## config.mk

```make
export PLATFORM = sky130hd
export DESIGN_NAME = ct_updown_param_flat
export DESIGN_NICKNAME = d
export VERILOG_FILES = /design/src/rtl/ct_updown_param_pkg.sv /design/src/rtl/ct_updown_param_if.sv /design/src/rtl/ct_updown_param_next_calc.sv /design/src/rtl/ct_updown_param.sv /design/src/flat_wrapper.sv
export SDC_FILE = /design/constraint.sdc
export NUM_CORES = 1
export LEC_CHECK = 0
export CAP_MARGIN = 5
export CORE_AREA = 2 2 39 41
export DETAILED_ROUTE_END_ITERATION = 12
export DIE_AREA = 0 0 41 43
export PLACE_DENSITY = 0.76
export SLEW_MARGIN = 10
export SYNTH_ARGS = -nofsm -noshare
export SYNTH_HDL_FRONTEND = slang
export SYNTH_HIERARCHICAL = 1
export SYNTH_SLANG_ARGS = --single-unit
```

## constraint.sdc

```tcl
create_clock -name clk -period 2.1 [get_ports clk]
set_clock_uncertainty 0.1 [all_clocks]
set_input_delay 0.63 -clock clk [delete_from_list [all_inputs] [get_ports clk]]
set_output_delay 0.63 -clock clk [all_outputs]
set_load 0.1 [all_outputs]
```

## src/rtl/ct_updown_param_pkg.sv

```systemverilog
// Shared constants for the up/down modulo counter family: direction and
// bound-handling mode encodings.
package ct_pkg;

    localparam logic DIR_UP    = 1'b1;
    localparam logic DIR_DN    = 1'b0;
    localparam logic MODE_WRAP = 1'b0;
    localparam logic MODE_SAT  = 1'b1;

endpackage

```

## src/rtl/ct_updown_param_if.sv

```systemverilog
// Control/status bundle of the up/down counter; the counter is the slave,
// whoever drives count controls is the master.
interface ct_updown_param_if #(
    parameter int WIDTH = 3
);

    logic             sclr;
    logic             en;
    logic             up;
    logic             sat;
    logic             load;
    logic [WIDTH-1:0] load_val;
    logic [WIDTH-1:0] q;
    logic             tc;
    logic             wrap;
    logic             at_bound;

    modport master (
        output sclr, en, up, sat, load, load_val,
        input  q, tc, wrap, at_bound
    );

    modport slave (
        input  sclr, en, up, sat, load, load_val,
        output q, tc, wrap, at_bound
    );

endinterface

```

## src/rtl/ct_updown_param_next_calc.sv

```systemverilog
// Combinational next-count step for one enabled edge: increment/decrement,
// wrap or saturate at the bounds, and recovery of out-of-range counts.
module ct_next_calc
    import ct_pkg::*;
#(
    parameter int WIDTH   = 3,
    parameter int MAX_VAL = 7
) (
    input  logic [WIDTH-1:0] q,
    input  logic             up,
    input  logic             sat,
    output logic [WIDTH-1:0] nxt,
    output logic             wrap_evt,
    output logic             bound_evt
);

    localparam logic [WIDTH:0]   MAX_EXT  = (WIDTH+1)'(MAX_VAL);
    localparam logic [WIDTH:0]   ZERO_EXT = {(WIDTH+1){1'b0}};
    localparam logic [WIDTH:0]   ONE_EXT  = {{WIDTH{1'b0}}, 1'b1};
    localparam logic [WIDTH-1:0] MAX_Q    = WIDTH'(MAX_VAL);

    logic [WIDTH:0] q_ext_s;
    logic [WIDTH:0] sum_s;

    // Step selection; an out-of-range count snaps to the bound it is heading for, without an event
    always_comb begin
        q_ext_s   = {1'b0, q};
        sum_s     = q_ext_s;
        wrap_evt  = 1'b0;
        bound_evt = 1'b0;
        if (up == DIR_UP) begin
            if (q_ext_s > MAX_EXT) begin
                sum_s = ZERO_EXT;
            end else if (q_ext_s == MAX_EXT) begin
                if (sat == MODE_WRAP) begin
                    sum_s    = ZERO_EXT;
                    wrap_evt = 1'b1;
                end else begin
                    sum_s     = q_ext_s;
                    bound_evt = 1'b1;
                end
            end else begin
                sum_s = q_ext_s + ONE_EXT;
            end
        end else begin
            if (q_ext_s > MAX_EXT) begin
                sum_s = MAX_EXT;
            end else if (q_ext_s == ZERO_EXT) begin
                if (sat == MODE_WRAP) begin
                    sum_s    = MAX_EXT;
                    wrap_evt = 1'b1;
                end else begin
                    sum_s     = q_ext_s;
                    bound_evt = 1'b1;
                end
            end else begin
                sum_s = q_ext_s - ONE_EXT;
            end
        end
    end

    // Final guard: the extended result can never leave the count range
    always_comb begin
        if (sum_s > MAX_EXT) begin
            nxt = MAX_Q;
        end else begin
            nxt = sum_s[WIDTH-1:0];
        end
    end

endmodule

```

## src/rtl/ct_updown_param.sv

```systemverilog
// Parametrised up/down modulo counter with enable, parallel load, wrap/saturate
// mode, terminal-count, wrap-pulse and at-bound flags.
module ct_updown_param
    import ct_pkg::*;
#(
    parameter int WIDTH   = 3,
    parameter int MAX_VAL = 7,
    parameter int RST_VAL = 0
) (
    input  logic              clk,
    input  logic              clr_n,
    ct_updown_param_if.slave  bus
);

    localparam logic [WIDTH:0]   MAX_EXT = (WIDTH+1)'(MAX_VAL);
    localparam logic [WIDTH-1:0] MAX_Q   = WIDTH'(MAX_VAL);
    localparam logic [WIDTH-1:0] RST_Q   = WIDTH'(RST_VAL);
    localparam logic [WIDTH-1:0] ZERO_Q  = {WIDTH{1'b0}};

    if ((WIDTH < 1) || (MAX_VAL >= (2 ** WIDTH)) || (RST_VAL > MAX_VAL) || (RST_VAL < 0)) begin : g_param_err
        $error("ct_updown_param: illegal WIDTH/MAX_VAL/RST_VAL combination");
    end

    logic [WIDTH-1:0] q_r;
    logic             wrap_r;
    logic             at_bound_r;
    logic [WIDTH-1:0] nxt_s;
    logic             wrap_evt_s;
    logic             bound_evt_s;
    logic [WIDTH-1:0] load_clamped_s;

    ct_next_calc #(
        .WIDTH   (WIDTH),
        .MAX_VAL (MAX_VAL)
    ) u_next_calc (
        .q         (q_r),
        .up        (bus.up),
        .sat       (bus.sat),
        .nxt       (nxt_s),
        .wrap_evt  (wrap_evt_s),
        .bound_evt (bound_evt_s)
    );

    // Loaded values above the top of the range are clamped to MAX_VAL
    always_comb begin
        if ({1'b0, bus.load_val} > MAX_EXT) begin
            load_clamped_s = MAX_Q;
        end else begin
            load_clamped_s = bus.load_val;
        end
    end

    // Count register and event flags, priority sclr > load > en > hold
    always_ff @(posedge clk or negedge clr_n) begin
        if (!clr_n) begin
            q_r        <= RST_Q;
            wrap_r     <= 1'b0;
            at_bound_r <= 1'b0;
        end else if (bus.sclr) begin
            q_r        <= RST_Q;
            wrap_r     <= 1'b0;
            at_bound_r <= 1'b0;
        end else if (bus.load) begin
            q_r        <= load_clamped_s;
            wrap_r     <= 1'b0;
            at_bound_r <= 1'b0;
        end else if (bus.en) begin
            q_r        <= nxt_s;
            wrap_r     <= wrap_evt_s;
            at_bound_r <= bound_evt_s;
        end else begin
            q_r        <= q_r;
            wrap_r     <= 1'b0;
            at_bound_r <= 1'b0;
        end
    end

    assign bus.q        = q_r;
    assign bus.wrap     = wrap_r;
    assign bus.at_bound = at_bound_r;
    assign bus.tc       = ((bus.up == DIR_UP) && (q_r == MAX_Q)) ||
                          ((bus.up == DIR_DN) && (q_r == ZERO_Q));

endmodule

```

## src/flat_wrapper.sv

```systemverilog
// flat-port wrapper written by rule: the top's interface ports become plain ports
module ct_updown_param_flat import ct_pkg::*;
#(
    parameter int WIDTH   = 3,
    parameter int MAX_VAL = 7,
    parameter int RST_VAL = 0
)
  (clk, clr_n, bus_sclr, bus_en, bus_up, bus_sat, bus_load, bus_load_val, bus_q, bus_tc, bus_wrap, bus_at_bound);
  ct_updown_param_if #(.WIDTH(WIDTH)) bus_i ();
  input  logic clk;
  input  logic clr_n;
  input wire logic [$bits(bus_i.sclr)-1:0] bus_sclr;
  input wire logic [$bits(bus_i.en)-1:0] bus_en;
  input wire logic [$bits(bus_i.up)-1:0] bus_up;
  input wire logic [$bits(bus_i.sat)-1:0] bus_sat;
  input wire logic [$bits(bus_i.load)-1:0] bus_load;
  input wire logic [$bits(bus_i.load_val)-1:0] bus_load_val;
  output wire logic [$bits(bus_i.q)-1:0] bus_q;
  output wire logic [$bits(bus_i.tc)-1:0] bus_tc;
  output wire logic [$bits(bus_i.wrap)-1:0] bus_wrap;
  output wire logic [$bits(bus_i.at_bound)-1:0] bus_at_bound;
  assign bus_i.sclr = bus_sclr;
  assign bus_i.en = bus_en;
  assign bus_i.up = bus_up;
  assign bus_i.sat = bus_sat;
  assign bus_i.load = bus_load;
  assign bus_i.load_val = bus_load_val;
  assign bus_q = bus_i.q;
  assign bus_tc = bus_i.tc;
  assign bus_wrap = bus_i.wrap;
  assign bus_at_bound = bus_i.at_bound;
  ct_updown_param #(.WIDTH(WIDTH), .MAX_VAL(MAX_VAL), .RST_VAL(RST_VAL)) u_core (.clk(clk), .clr_n(clr_n), .bus(bus_i));
endmodule
```

Word level (Yosys, flattened, before mapping). Cells that the tools add are included.

Add/subtract/negate cells: 2. Order comparisons: 1. Eq/ne operators: 1. Muxes and demuxes: 23. Bitwise operators: 1. Reduce and logical (&&, ||, !) cells: 5.

Operators by type and width (count): $mux W3 (6); $mux W1 (14); $mux W4 (3); $add A3 B1 Y4 const B (1); $gt A4 B3 Y1 const B (1); $sub A3 B1 Y4 const B (1); $eq A3 B3 Y1 const B (1); $logic_not A3 Y1 (1); $reduce_bool A3 Y1 (1); $logic_and A1 B1 Y1 (2); $logic_or A1 B1 Y1 (1); $not A1 Y1 (1).

Bits in registers: 5. Input port bits: 10. Output and inout port bits: 6.

Depth between registers and ports, before layout. Gate-level depths: netlist of run 1.

Depth after elaboration: 8. Depth in mapped cells: 7. Depth with buffers taken out: 7.

Cells and area by module. The synthesis of run 1 kept the hierarchy.

Modules (own cells, without submodules): ct_next_calc (instances 1, cells each 35, area an instance 262.8 um2, seq. area each 0.0 um2); ct_updown_param (instances 1, cells each 20, area an instance 237.7 um2, seq. area each 125.1 um2).

Worst setup path before layout of run 1. No wires, ideal clock.

Path type: register -> output. From: register u_core.q_r[2], in the netlist u_core/bus.q[2]. To: output port bus_tc. Arrival: 2.113 ns. Required time: 1.370 ns. Slack: -0.743 ns. Stages on the path, launching flop included: 3. Cell sequence: dfrtp_1 > or4_1 > nand2_1.

Cells in the longest elaborated chain, start to end: 3.

Ends and longest elaborated chain: from (decl) (RTL line ct_updown_param.sv:24) `logic [WIDTH-1:0] q_r;`; from (signal assigned) (RTL line ct_updown_param.sv:64) `q_r <= load_clamped_s;`; from (signal assigned) (RTL line ct_updown_param.sv:68) `q_r <= nxt_s;`; from (signal assigned) (RTL line ct_updown_param.sv:72) `q_r <= q_r;`; $eq A3 B3 Y1 / $logic_not A3 Y1 (equally long branches) (RTL line ct_updown_param.sv:81, ct_updown_param.sv:82); $logic_and A1 B1 Y1, on equally long branches (RTL line ct_updown_param.sv:81, ct_updown_param.sv:82); $logic_or A1 B1 Y1 (*) (RTL line ct_updown_param.sv:81) `assign bus.tc = ((bus.up == DIR_UP) && (q_r == MAX_Q)) ||`; to (decl) (RTL line flat_wrapper.sv:19) `output wire logic [$bits(bus_i.tc)-1:0] bus_tc;`.

Mark *: on every way between the ends. The rest lies on a longest branch, timed or not.

Worst setup path after layout of run 1.
From: input port bus_up. To: output port bus_tc.

Cells in the longest elaborated chain, start to end: 3.

Ends and longest elaborated chain: from (decl) (RTL line flat_wrapper.sv:14) `input wire logic [$bits(bus_i.up)-1:0] bus_up;`; $not A1 Y1 (RTL line ct_updown_param.sv:82) `((bus.up == DIR_DN) && (q_r == ZERO_Q));`; $logic_and A1 B1 Y1 (RTL line ct_updown_param.sv:82); $logic_or A1 B1 Y1 (*) (RTL line ct_updown_param.sv:81).

Marks and branches as above.

==> out/qor.yml, run 1 <==
die:
  dieArea_sq_um: 1760
  floorplan.io_pins: 16
  core_area_sq_um: 1380
  die_x_um: 41
  initial_core_util_pct: 36.2
  die_y_um: 43
  floorplan.rows: 14
global_route:
  grt.total_usage_pct: 14.8
  grt_pass1_vias: 487
  grt_pass1_wl_mm: 1.84
  grt_max_degree: 14
  antenna_found_initial: 0
  globalRoute.totalOverflow: 0
synthesis:
  synth_seq_cells: 5
  postSynthNetCount: 70
  synth_cell_type_count: 22
  ys.warnings.count: 6
  syn-instance-count: 55
  seq_area_frac_synth_pct: 25.0
  syn-cell-area_sq_um: 500
  synthesis.area_per_instance_sq_um: 9.10
power:
  post-layout-total-power_uw: 451
  leakage_nw: 0.371
  power_density_nw_per_um2: 536
  power.ir.vdd_worst_v: 0.000176
finish:
  mostFrequentLayoutCells: "8 x clkdlybuf4s50_1, 8 x buf_4, 6 x buf_12, 6 x inv_1, 5 x a211oi_1"
  layout.filler_cells: 116
  layout.cells.non_filler: 97
  layout.nets: 97
  layout-drive-gt1-share_pct: 34.6
  num_antenna_cells: 0
  layout-area-overhead-vs-synth_pct: 68.0
hold_path:
  hold_path_class: "primary input to asynchronous set/reset pin"
sta:
  relSlewSlack_pct: 82.8
  fin_hold_viols: 0
  fin_crit_ns: 2.27
  finalSetupTns_ns: -0.166
  setup_viol: 1
  drv_slew: 0
  highest_achievable_clock_rate_ghz: 0.441
  grt_setup_unrepaired: "yes"
  slack_of_the_critical_path_ns: -0.166
  fin_crit_sh_pct: 108
  worst_slew_pin_slew_ns: 0.255
cts:
  root_buffer: "clkbuf_4"
  insertion_delay_ns: 0.24
  cts_max_level: 1
  clk_path_buf_depth: 2
  cts_inserted_buffers: 3
  tritoncts_num_sinks: 5
  worst_setup_hold_path_clk_slew_ns: 0.05
  cts_tree: "done"
worst_setup_path:
  arrival_ns: 1.54
  crit_path_start: "bus_up"
  critPathLaunchType: "primary input"
  reg2reg_from: "u_core/bus.q[0]$_DFFE_PN0P_"
  critPathMaxFanout: 2
  crit_path_end_kind: "output port"
  timing_worst_setup_path_type: "primary input to output port"
  worstPathRequired_ns: 1.37
run_status:
  failed_checks: "negative setup slack"
  outcome: "finished, violations left"
placed_design:
  place_ws_ns: -0.514
  globalplace.congestion: 0.865
  place_inst: 92
  placement.io_buffers: 15
  detailedPlacementHpwl_um: 939
routing:
  drc_errors: 0
  post_drt_via_cell_ratio: 5.48
  first_pass_iters: 4
  drt_wl_total_mm: 1.17
  dr_total_vias: 532
  initialDrtViolationCount: 9
  avgRoutedWirePerCell_um: 12.1
  antenna_violating_nets_post_route: 0
flow_run:
  drv_cap: 0
[worst paths after layout]
path,slack (ns),depth (start not counted),to
max reg2reg,0.01,8,u_core/bus.q[1]$_DFFE_PN0P_
min reg2reg,0.69,2,u_core/bus.q[1]$_DFFE_PN0P_
min in group clk,0.69,2,u_core/bus.q[1]$_DFFE_PN0P_
max,-0.17,4,bus_tc
max in group asynchronous,1.19,1,u_core/bus.q[0]$_DFFE_PN0P_
min,0.50,1,u_core/bus.q[1]$_DFFE_PN0P_
[critical path, cell delays in order]
cell	delay [ns]
buf_6	0.09
or4_4	0.56
nand2_8	0.08
buf_12	0.17
[kinds of logic (layout without fill, tap and decap cells)]
group	Yosys count	after routing	share of synthesized area (%)
and+or+nand+nor	20	20	26.5
muxes	3	3	6.00
buffers and inverters	7	33	6.75
adders and majority gates	5	5	12.5
DFF	5	5	25.0
AOI/OAI and AO/OA	15	15	23.2
[Yosys cell counts, drive strengths merged]
cell | n | area share (%)
a221o | 1 | 2.0
nor4bb | 4 | 8.0
nand2 | 2 | 1.5
o21a | 1 | 1.5
a211o | 3 | 5.8
dfrtp | 5 | 25
a211oi | 5 | 7.5
nand4 | 2 | 2.5
nor2b | 4 | 5.0
buf | 1 | 2.2
inv | 6 | 4.5
a21oi | 1 | 1.0
or4 | 2 | 3.8
ha | 5 | 13
o22ai | 1 | 2.5
nor2 | 2 | 1.5
nand3 | 3 | 3.0
nand2b | 1 | 1.3
o21ai | 3 | 3.0
mux2i | 3 | 6.0
[power breakdown]
| group | total [mW] | internal, mW | leakage, nW | switching [mW] |
|---|---|---|---|---|
| registers | 0.112 | 0.105 | 0.0621 | 0.00629 |
| clock network | 0.112 | 0.0719 | 0.0150 | 0.0397 |
| logic | 0.228 | 0.104 | 0.294 | 0.124 |
| total | 0.451 | 0.282 | 0.371 | 0.170 |
[registers in the layout, indices dropped and copies added (netlist names)]
signal	flops
u_core/bus.q	3
u_core/bus.at_bound	1
u_core/bus.wrap	1
[through the flow]
| stage | utilization (%) | cell area [sq um] | hold WS, ns |
|---|---|---|---|
| final | 60.8 | 841 | 0.504 |
| after global routing | 60.8 | 841 | 0.510 |
| after CTS | 60.3 | 835 | 0.508 |
| after detailed placement | 58.0 | 803 | 0.675 |
| after global placement | 58.0 | 803 | 0.664 |
| after floorplan | - | 532 | 0.234 |
[area by class of cell]
class                           count  area, sq um  area share (%)
Multi-Input combinational cell     43          364            43.3
Clock buffer                        4         26.3            3.13
Inverter                            6         22.5            2.68
Timing Repair Buffer               23          272            32.3
Sequential cell                     5          136            16.2
Tap cell                           16         20.0            2.38
[metal layers]
layer	GRT usage [%]	wire length [um]	up-vias	share of wire [%]
met4	6.00	0	0	0
met2	25.6	636	12	54
met5	0	0	-	0
met3	1.57	35	0	3.0
li1	-	-	260	-
met1	17.2	500	260	43
[timing repair]
item	4_1_cts	5_1_grt
setup buffers	1	0
gates resized for setup	5	2
setup endpoints to repair	4	4
hold buffers	0	0
pin swaps	2	2
(Power assumes the default switching activity.)
==> inputs of run 2 (changes only) <==
- PLACE_DENSITY: 0.76 -> 0.67
==> out/qor.yml, run 2 (synthesis results as in run 1) <==
run_status:
  outcome: "finished, violations left"
  failed_checks: "negative setup slack"
flow_run:
  drv_cap: 0  # unchanged
sta:
  finalSetupTns_ns: -0.168  # -0.00208 ns
  timing.hold.ws_ns: 0.502  # -0.00184 ns
  fin_crit_sh_pct: 108  # about the same
  setup_viol: 1  # unchanged
  grt_setup_unrepaired: "yes"
  relSlewSlack_pct: 82.7  # -0.092 points
  highest_achievable_clock_rate_ghz: 0.441  # about the same
  fin_hold_viols: 0  # unchanged
  fin_crit_ns: 2.27  # +0.00208 ns
  slack_of_the_critical_path_ns: -0.168  # -0.00208 ns
  worst_slew_pin_slew_ns: 0.257  # +0.00136 ns
  drv_slew: 0  # unchanged
global_route:
  grt_util_met1_pct: 19.2  # +1.9 points
  gr-max-usage-layer: "met2"
  antenna_found_initial: 0  # unchanged
  grt_pass1_vias: 461  # -5.3%
  grt.met2_usage_pct: 24.4  # -1.2 points
  met3_usage_pct: 4.71  # +3.1 points
  grt.total_usage_pct: 15.9  # +1.1 points
  globalRoute.totalOverflow: 0  # unchanged
  grt_pass1_wl_mm: 1.88  # +2.6%
  grt_max_degree: 14  # unchanged
power:
  power_density_nw_per_um2: 535  # -0.24%
  power.ir.vdd_worst_v: 0.000281  # +59%
  leakage_nw: 0.365  # -1.5%
die:
  die_y_um: 43  # unchanged
  floorplan.io_pins: 16  # unchanged
  floorplan.rows: 14  # unchanged
  die_x_um: 41  # unchanged
  initial_core_util_pct: 36.2  # unchanged
  dieArea_sq_um: 1760  # unchanged
  core_area_sq_um: 1380  # unchanged
worst_setup_path:
  crit_path_top_delay_cell: "or4_4"
  timing.critical_path.max_delay_family: "simple AND/OR/NAND/NOR gates"
  critical_path.cell_chain: "buf_6, or4_4, nand2_8, buf_12"
  reg2reg_from: "u_core/bus.q[0]$_DFFE_PN0P_"
  worstReg2RegEnd: "u_core/bus.q[1]$_DFFE_PN0P_"
  worst-r2r-cell-count: 8  # unchanged
  crit_path_end_kind: "output port"
  critPathMaxFanout: 2  # unchanged
  slowest_delay_ns: 0.56  # about the same
  crit_buf_inv: 2  # unchanged
  r2r_setup_slack_ns: 0.04  # +0.03 ns
  timing_worst_setup_path_type: "primary input to output port"
  arrival_ns: 1.54  # about the same
  worstPathRequired_ns: 1.37  # about the same
  critPathLaunchType: "primary input"
cts:
  ctsHoldBuffers: 0  # unchanged
  cts_inserted_buffers: 3  # unchanged
  cts_max_level: 1  # unchanged
  clk_path_buf_depth: 2  # unchanged
  cts_tree: "done"
  tritoncts_num_sinks: 5  # unchanged
  worst_setup_hold_path_clk_slew_ns: 0.04  # about the same
  root_buffer: "clkbuf_4"
  insertion_delay_ns: 0.24  # about the same
routing:
  first_pass_iters: 4  # unchanged
  post_drt_via_cell_ratio: 5.40  # -1.6%
  initialDrtViolationCount: 8  # -1
  dr_total_vias: 518  # -2.6%
  drc_errors: 0  # unchanged
  drt_wl_total_mm: 1.18  # +0.85%
  antenna_violating_nets_post_route: 0  # unchanged
  avgRoutedWirePerCell_um: 12.3  # +1.9%
placed_design:
  placement.io_buffers: 15  # unchanged
  globalplace.congestion: 0.826  # -4.5%
  detailedPlacementHpwl_um: 908  # -3.3%
  place_inst: 91  # -1.1%
finish:
  layout.nets: 96  # -1.0%
  layout.cells.non_filler: 96  # -1.0%
  final_common_cell: "clkdlybuf4s50_1"
  layout-area-overhead-vs-synth_pct: 69.0
  layout-drive-gt1-share_pct: 35.0  # +0.43 points
  max_reg_flops: 3  # unchanged
  num_antenna_cells: 0  # unchanged
  mostFrequentLayoutCells: "8 x clkdlybuf4s50_1, 7 x buf_4, 6 x buf_12, 6 x inv_1, 5 x a211oi_1"
hold_path:
  hold_path_class: "primary input to asynchronous set/reset pin"
-- run 2: changes by cell type in the layout (fill, tap and decap cells not counted) --
cell	change
ha_1	-1
buf_4	-1
ha_4	+1
-- run 2: report_power, final --
group          leakage, nW  total [mW]  switching, mW  internal (mW)
Clock               0.0150       0.111         0.0394         0.0718
Combinational        0.288       0.228          0.122          0.106
Sequential          0.0621       0.113        0.00795          0.105
Total                0.365       0.453          0.170          0.283
-- run 2: repair_timing --
item,4_1_cts,5_1_grt
resized for setup,5,4
setup endpoints to repair,4,4
buffers inserted,1,0
gates cloned,0,0
pin swaps,2,3
-- run 2: metrics by stage --
step                      util, %  worst slack (ns)  total power, mW  instance area, sq um
after floorplan                 -           -0.0379            0.250                   532
after global placement       57.5            -0.504            0.333                   796
after detailed placement     57.5            -0.512            0.334                   796
after CTS                    59.8            -0.190            0.450                   827
after global routing         61.1            -0.183            0.480                   846
final                        61.1            -0.168            0.453                   846
-- run 2: worst max path at each step --
stage                                startpoint     end  slack, ns  depth (start not counted)
floorplan           u_core/bus.q[0]$_DFFE_PN0P_  bus_tc      -0.04                          2
global placement                         bus_up  bus_tc      -0.50                          4
detailed placement                       bus_up  bus_tc      -0.51                          4
CTS                 u_core/bus.q[2]$_DFFE_PN0P_  bus_tc      -0.19                          3
global route                             bus_up  bus_tc      -0.18                          4
finish                                   bus_up  bus_tc      -0.17                          4
-- run 2: layer usage --
metal / routed length [um] / up-vias
met4: 15 / 0
met2: 624 / 11
met1: 508 / 247
met5: 0 / -
li1: - / 258
met3: 34 / 2
-- run 2: area by class of cell --
type,instances,area (sq um)
fill,118,538
clock buffer,4,26.3
timing repair buffer,22,264
inverter,6,22.5
multi-input combinational,43,377
tap,16,20.0
sequential,5,136
==> inputs of run 3 (changes only) <==
- SLEW_MARGIN: 10 -> 20
==> results of run 3 <==
Same layout as run 2: the final DEF is identical, and so are final timing and power.
